==> src/rtl/mesi_isc_breq_fifos_param.sv <==
// Broadcast-request queue stage of the MESI coherence controller.
// Each CPU port owns a small FIFO of broadcast requests (WR_BROAD / RD_BROAD).
// A round-robin arbiter drains one FIFO per cycle into the downstream
// broadcast FIFO, tagging each entry with {cpu id, per-CPU sequence number}.
module mesi_isc_breq_fifos_param #(
  parameter int NUM_CPUS            = 4,
  parameter int CPU_ID_WIDTH        = 2,
  parameter int MBUS_CMD_WIDTH      = 3,
  parameter int ADDR_WIDTH          = 32,
  parameter int BROAD_TYPE_WIDTH    = 2,
  parameter int BROAD_ID_WIDTH      = 7,
  parameter int BREQ_FIFO_SIZE      = 2,
  parameter int BREQ_FIFO_SIZE_LOG2 = 1
) (
  input  logic                                 clk,
  input  logic                                 rst,
  input  logic [NUM_CPUS*MBUS_CMD_WIDTH-1:0]   mbus_cmd_array_i,
  input  logic [NUM_CPUS*ADDR_WIDTH-1:0]       mbus_addr_array_i,
  input  logic [NUM_CPUS-1:0]                  port_en_i,
  input  logic                                 broad_fifo_status_full_i,
  output logic [NUM_CPUS-1:0]                  mbus_ack_array_o,
  output logic                                 broad_fifo_wr_o,
  output logic [ADDR_WIDTH-1:0]                broad_addr_o,
  output logic [BROAD_TYPE_WIDTH-1:0]          broad_type_o,
  output logic [CPU_ID_WIDTH-1:0]              broad_cpu_id_o,
  output logic [BROAD_ID_WIDTH-1:0]            broad_id_o,
  output logic [NUM_CPUS-1:0]                  fifo_status_empty_array_o,
  output logic [NUM_CPUS-1:0]                  fifo_status_full_array_o
);

  localparam int SEQ_WIDTH   = BROAD_ID_WIDTH - CPU_ID_WIDTH;
  localparam int CNT_WIDTH   = BREQ_FIFO_SIZE_LOG2 + 1;
  localparam int ENTRY_WIDTH = ADDR_WIDTH + BROAD_TYPE_WIDTH + SEQ_WIDTH;

  localparam logic [MBUS_CMD_WIDTH-1:0]   CMD_WR_BROAD = MBUS_CMD_WIDTH'(3);
  localparam logic [MBUS_CMD_WIDTH-1:0]   CMD_RD_BROAD = MBUS_CMD_WIDTH'(4);
  localparam logic [BROAD_TYPE_WIDTH-1:0] TYPE_WR      = BROAD_TYPE_WIDTH'(1);
  localparam logic [BROAD_TYPE_WIDTH-1:0] TYPE_RD      = BROAD_TYPE_WIDTH'(2);
  localparam logic [CNT_WIDTH-1:0]        FIFO_DEPTH   = CNT_WIDTH'(BREQ_FIFO_SIZE);
  localparam logic [CPU_ID_WIDTH-1:0]     LAST_CPU     = CPU_ID_WIDTH'(NUM_CPUS - 1);

  // Entry layout: {addr, type, seq}
  logic [ENTRY_WIDTH-1:0]      head_entry [NUM_CPUS];
  logic [NUM_CPUS-1:0]         fifo_empty;
  logic [NUM_CPUS-1:0]         fifo_full;
  logic [NUM_CPUS-1:0]         ack_vec;

  logic [CPU_ID_WIDTH-1:0]     last_grant_q;
  logic [CPU_ID_WIDTH-1:0]     grant_idx;
  logic                        grant_valid;
  logic                        pop_en;
  logic [ENTRY_WIDTH-1:0]      grant_entry;

  logic                        wr_q;
  logic [ADDR_WIDTH-1:0]       addr_q;
  logic [BROAD_TYPE_WIDTH-1:0] type_q;
  logic [CPU_ID_WIDTH-1:0]     cpu_id_q;
  logic [BROAD_ID_WIDTH-1:0]   id_q;

  // CPU index 'offset' positions after 'base', wrapping at NUM_CPUS
  // (NUM_CPUS need not be a power of two).
  function automatic logic [CPU_ID_WIDTH-1:0] rr_index(
    input logic [CPU_ID_WIDTH-1:0] base,
    input int                      offset
  );
    return CPU_ID_WIDTH'((int'(base) + offset) % NUM_CPUS);
  endfunction

  // Per-CPU request FIFO, acceptance handshake and sequence counter
  for (genvar gi = 0; gi < NUM_CPUS; gi++) begin : g_cpu
    logic [MBUS_CMD_WIDTH-1:0]      cmd;
    logic [ADDR_WIDTH-1:0]          addr;
    logic                           is_broad;
    logic                           accept;
    logic                           pop;
    logic [BROAD_TYPE_WIDTH-1:0]    entry_type;
    logic [BREQ_FIFO_SIZE_LOG2-1:0] wr_ptr_q;
    logic [BREQ_FIFO_SIZE_LOG2-1:0] rd_ptr_q;
    logic [CNT_WIDTH-1:0]           count_q;
    logic [CNT_WIDTH-1:0]           count_d;
    logic [SEQ_WIDTH-1:0]           seq_q;
    logic                           ack_q;
    logic                           empty_q;
    logic                           full_q;
    logic [ENTRY_WIDTH-1:0]         mem_q [BREQ_FIFO_SIZE];

    assign cmd        = mbus_cmd_array_i[gi*MBUS_CMD_WIDTH +: MBUS_CMD_WIDTH];
    assign addr       = mbus_addr_array_i[gi*ADDR_WIDTH +: ADDR_WIDTH];
    assign is_broad   = (cmd == CMD_WR_BROAD) || (cmd == CMD_RD_BROAD);
    // full_q is the pre-edge occupancy, so a same-cycle pop never makes room
    // for a write; ack_q blocks a second accept while the ack is visible.
    assign accept     = is_broad && port_en_i[gi] && !full_q && !ack_q;
    assign pop        = pop_en && (grant_idx == CPU_ID_WIDTH'(gi));
    assign entry_type = (cmd == CMD_WR_BROAD) ? TYPE_WR : TYPE_RD;

    // Occupancy after this edge
    always_comb begin
      count_d = count_q;
      if (accept && !pop) begin
        count_d = count_q + 1'b1;
      end else if (!accept && pop) begin
        count_d = count_q - 1'b1;
      end
    end

    // Pointers, sequence counter, ack pulse and registered status flags
    always_ff @(posedge clk) begin
      if (rst) begin
        wr_ptr_q <= '0;
        rd_ptr_q <= '0;
        count_q  <= '0;
        seq_q    <= '0;
        ack_q    <= 1'b0;
        empty_q  <= 1'b1;
        full_q   <= 1'b0;
      end else begin
        if (accept) begin
          wr_ptr_q <= wr_ptr_q + 1'b1;
          seq_q    <= seq_q + 1'b1;
        end
        if (pop) begin
          rd_ptr_q <= rd_ptr_q + 1'b1;
        end
        count_q <= count_d;
        ack_q   <= accept;
        empty_q <= (count_d == '0);
        full_q  <= (count_d == FIFO_DEPTH);
      end
    end

    // Entry storage; no reset needed since occupancy gates every read
    always_ff @(posedge clk) begin
      if (accept) begin
        mem_q[wr_ptr_q] <= {addr, entry_type, seq_q};
      end
    end

    assign head_entry[gi] = mem_q[rd_ptr_q];
    assign fifo_empty[gi] = empty_q;
    assign fifo_full[gi]  = full_q;
    assign ack_vec[gi]    = ack_q;
  end

  // Round-robin pick: first non-empty FIFO after the last granted CPU
  always_comb begin
    grant_valid = 1'b0;
    grant_idx   = '0;
    for (int k = 1; k <= NUM_CPUS; k++) begin
      if (!grant_valid && !fifo_empty[rr_index(last_grant_q, k)]) begin
        grant_valid = 1'b1;
        grant_idx   = rr_index(last_grant_q, k);
      end
    end
  end

  assign pop_en      = grant_valid && !broad_fifo_status_full_i;
  assign grant_entry = head_entry[grant_idx];

  // Broadcast output register and arbitration pointer
  always_ff @(posedge clk) begin
    if (rst) begin
      wr_q         <= 1'b0;
      addr_q       <= '0;
      type_q       <= '0;
      cpu_id_q     <= '0;
      id_q         <= '0;
      last_grant_q <= LAST_CPU;
    end else begin
      wr_q <= pop_en;
      if (pop_en) begin
        last_grant_q <= grant_idx;
        addr_q       <= grant_entry[ENTRY_WIDTH-1 -: ADDR_WIDTH];
        type_q       <= grant_entry[SEQ_WIDTH +: BROAD_TYPE_WIDTH];
        cpu_id_q     <= grant_idx;
        id_q         <= {grant_idx, grant_entry[SEQ_WIDTH-1:0]};
      end
    end
  end

  assign mbus_ack_array_o          = ack_vec;
  assign broad_fifo_wr_o           = wr_q;
  assign broad_addr_o              = addr_q;
  assign broad_type_o              = type_q;
  assign broad_cpu_id_o            = cpu_id_q;
  assign broad_id_o                = id_q;
  assign fifo_status_empty_array_o = fifo_empty;
  assign fifo_status_full_array_o  = fifo_full;

endmodule
==> config.mk <==
export PLATFORM = sky130hd
export DESIGN_NAME = mesi_isc_breq_fifos_param
export DESIGN_NICKNAME = d
export VERILOG_FILES = /design/src/rtl/mesi_isc_breq_fifos_param.sv
export SDC_FILE = /design/constraint.sdc
export NUM_CORES = 1
export LEC_CHECK = 0
export CELL_PAD_IN_SITES_DETAIL_PLACEMENT = 2
export CELL_PAD_IN_SITES_GLOBAL_PLACEMENT = 2
export CORE_MARGIN = 3
export CORE_UTILIZATION = 40
export DETAILED_ROUTE_END_ITERATION = 10
export MAX_ROUTING_LAYER = met4
export PLACE_DENSITY_LB_ADDON = 0.1
export SYNTH_ARGS = -nofsm -noshare
export SYNTH_HDL_FRONTEND = slang
export SYNTH_SLANG_ARGS = --single-unit
==> constraint.sdc <==
create_clock -name clk -period 8.8 [get_ports clk]
set_input_delay 1.32 -clock clk [delete_from_list [all_inputs] [get_ports clk]]
set_output_delay 1.32 -clock clk [all_outputs]
set_load 0.02 [all_outputs]
==> results by group <==
Setup path
  – Worst path max stage delay: 0.88 ns
  – Slowest cell on crit path: and2_2
  – Worst path cell trace: clkdlybuf4s50_1 -> or3b_2 -> a21oi_1 -> buf_4 -> and2_2
  – Worst R2R Path Depth: 6
  – CP endpoint kind: flop
  – CP arrival: about 3.6 ns
  – Crit Path Category: in -> reg
  – Worst path required time: around 9 ns
  – CP Launch Type: input port
  – Critical Path Fanout Max: 39

Timing
  – Final Setup Violations: 0
  – Setup_tns: 0 ns
  – Achievable frequency: 294.8 MHz
  – Final-report max-slew violation count: 0
  – Worst Max-Slew Pin Slew: 1.277 ns
  – Final Hold Fails: 0
  – Max-slew headroom: 14.65%
  – Tcrit/Tclk final: 38.55%
  – Clock skew: 0.02621 ns
  – Minimum clock period: roughly 3.4 ns
  – Unrepaired setup endpoints after global routing: false
  – Worst hold slack: roughly 0.48 ns

Global routing
  – Vias in the first global route: between 10000 and 15000
  – GRT overflow: 0
  – Initial antenna violation count: 1
  – GRT Overall Usage: approximately 22%
  – First-pass GRT wire length: between 70000 and 80000 um
  – Largest net degree at the start of global routing: 79

Synth
  – Synth area leader: edfxtp_1
  – Syn nets: 1250
  – Synth Area per Inst: 14.87 sq um
  – Synth Instances: 1099
  – Synthesis warning total: 0
  – Flops & latches, synth: between 400 and 500
  – Synth unique cells: 65
  – Predominant post-synthesis flop cell: edfxtp_1
  – Register area share after synthesis: roughly 69%
  – Mapped Area: 16340 sq um
  – Ys async rst share: 0%
  – Yosys top cell area share: 57.34%
  – Post-synth EDFFs: 312
  – Top post-synthesis cells by area: edfxtp_1 57%, dfxtp_1 12%, mux2i_1 6.1%

Detailed routing
  – Routed wire length: 47730 um
  – Via count: 10200
  – Post-DRT Antenna Nets: 0
  – Number of DRC markers in iteration 0: 554
  – DRC Markers: 0
  – Via density: approximately 5.6
  – First-pass iteration count of the detailed router: 5
  – WL per Instance: between 20 and 30 um

Place
  – IO buf count: between 200 and 250
  – Gpl congestion: 0.7843
  – Hpwl dp: about 32000 um

CTS
  – Root Buffer: clkbuf_16
  – Post-cts sizing count: 0
  – Inserted Clock Buffers: 44
  – Clock Latency Late Sink: 0.55 ns
  – Sink Count: 408
  – H-tree depth: 2
  – Worst-path clk slew: approximately 0.060 ns
  – CTS tree: yes
  – Cts hold-fix bufs: 0
  – Post-CTS Repair Setup Buffers: 0
  – CTS max path bufs: 3

Layout
  – Commonest non-fill, non-tap cell in the layout: edfxtp_1
  – Layout cells sized above 1: 15.04%
  – Most frequent cells in the layout: 312 x edfxtp_1, 201 x clkdlybuf4s50_1, 100 x mux2i_1, 92 x dfxtp_1, 62 x mux2_2
  – Number of nets in the layout: 1425
  – Area Growth Syn to Fin: 23.58%

Floorplanning
  – Row count: 73
  – Die Ht: around 210 um
  – Die width: between 200 and 250 um
  – Die ar.: roughly 43000 sq um
  – Initial Utilization: between 40 and 50%
  – I/O Pins: roughly 200
  – CORE AREA: 40010 sq um

Pwr
  – Pwr Density: 255.3 nW/um^2
  – Leak pwr: 6.470 nW
  – Peak supply drop: 157.7 uV

Hold path
  – Worst min path class: reg -> reg
  – Hold path depth: 0

Status
  – Status: completed

Job
  – Max cap viols: 0
[kinds of logic after synthesis]
family	count (synthesis)	synth area share, %
AOI/OAI and AO/OA	217	9.787
xor gates and xnor gates	27	1.646
adders and majority gates	4	0.3063
buffers and inverters	99	2.910
DFF	408	69.10
muxes	164	10.56
and+or+nand+nor	180	5.690
[Yosys cell counts (all sizes together), types with 7 or more instances]
master	n
edfxtp	312
mux2i	100
dfxtp	96
mux2	64
nor2	60
buf	46
clkbuf	45
a31oi	44
a21oi	33
o21ai	30
nor3	29
nand4	28
o211ai	23
o221a	20
o221ai	20
a211oi	19
nand2	18
xnor2	14
xor2	12
inv	7
[power breakdown]
part | switching [mW] | total [mW] | leakage (nW) | internal, mW
Clock | 0.755 | 1.80 | 0.684 | 1.04
Sequential | 0.0958 | 2.28 | 3.62 | 2.18
Combinational | 0.658 | 1.08 | 2.16 | 0.419
[final timing paths]
kind | slack, ns | end | startpoint
setup / recovery | 5.41 | g_cpu[3].mem_q[1][32] | port_en_i[3]
hold / removal | 0.48 | g_cpu[0].mem_q[0][4] | g_cpu[0].seq_q[4]
hold reg to reg | 0.48 | g_cpu[0].mem_q[0][4] | g_cpu[0].seq_q[4]
setup reg to reg | 5.54 | g_cpu[2].count_q[1] | g_cpu[1].empty_q
[registers in the layout (all words and copies together) (netlist names), named ones only]
register	cells
g_cpu.count_q	8
broad_cpu_id_o	2
g_cpu.rd_ptr_q	4
g_cpu.mem_q	312
broad_addr_o	32
g_cpu.wr_ptr_q	4
g_cpu.empty_q	4
last_grant_q	2
broad_id_o	5
broad_fifo_wr_o	1
broad_type_o	2
g_cpu.ack_q	4
g_cpu.seq_q	20
g_cpu.full_q	4
[layout make-up]
| cell class | instances | area (sq um) |
|---|---|---|
| fillers | 3740 | 19810 |
| flip-flops and latches | 408 | 11300 |
| multi-input cells | 592 | 4656 |
| repair buffers | 220 | 2152 |
| clock buffers | 61 | 1236 |
| well taps | 525 | 656.9 |
| clock inverters | 21 | 162.7 |
| inverters | 8 | 30.03 |
| diodes | 1 | 2.502 |
[per-layer routing]
metal	routed length, um	share of wire [%]	track usage (%)	up-vias
met3	1994	4.2	3.815	69
met1	19070	40	25.85	5258
met2	25360	53	39.77	228
li1	-	-	-	4641
met4	1304	2.7	6.347	0
met5	0	0	-	-
[critical path: cells and delay by family]
| kind | cells | cell delay, ns |
|---|---|---|
| simple gates | 2 | 1.38 |
| compound gates | 1 | 0.14 |
| buf+inv | 2 | 0.67 |
[stage by stage]
stage	worst slack (ns)	cell area [sq um]	total power, mW	utilization, %	std cells
after floorplan	3.627	16340	2.922	-	1099
after global placement	4.851	18790	3.376	46.97	1753
after detailed placement	4.766	18790	3.404	46.97	1753
after CTS	5.365	20190	5.219	50.47	1835
after global routing	5.253	20190	5.363	50.47	1836
final	5.408	20190	5.154	50.47	1836
No activity file was read; power rests on OpenSTA's default activity.
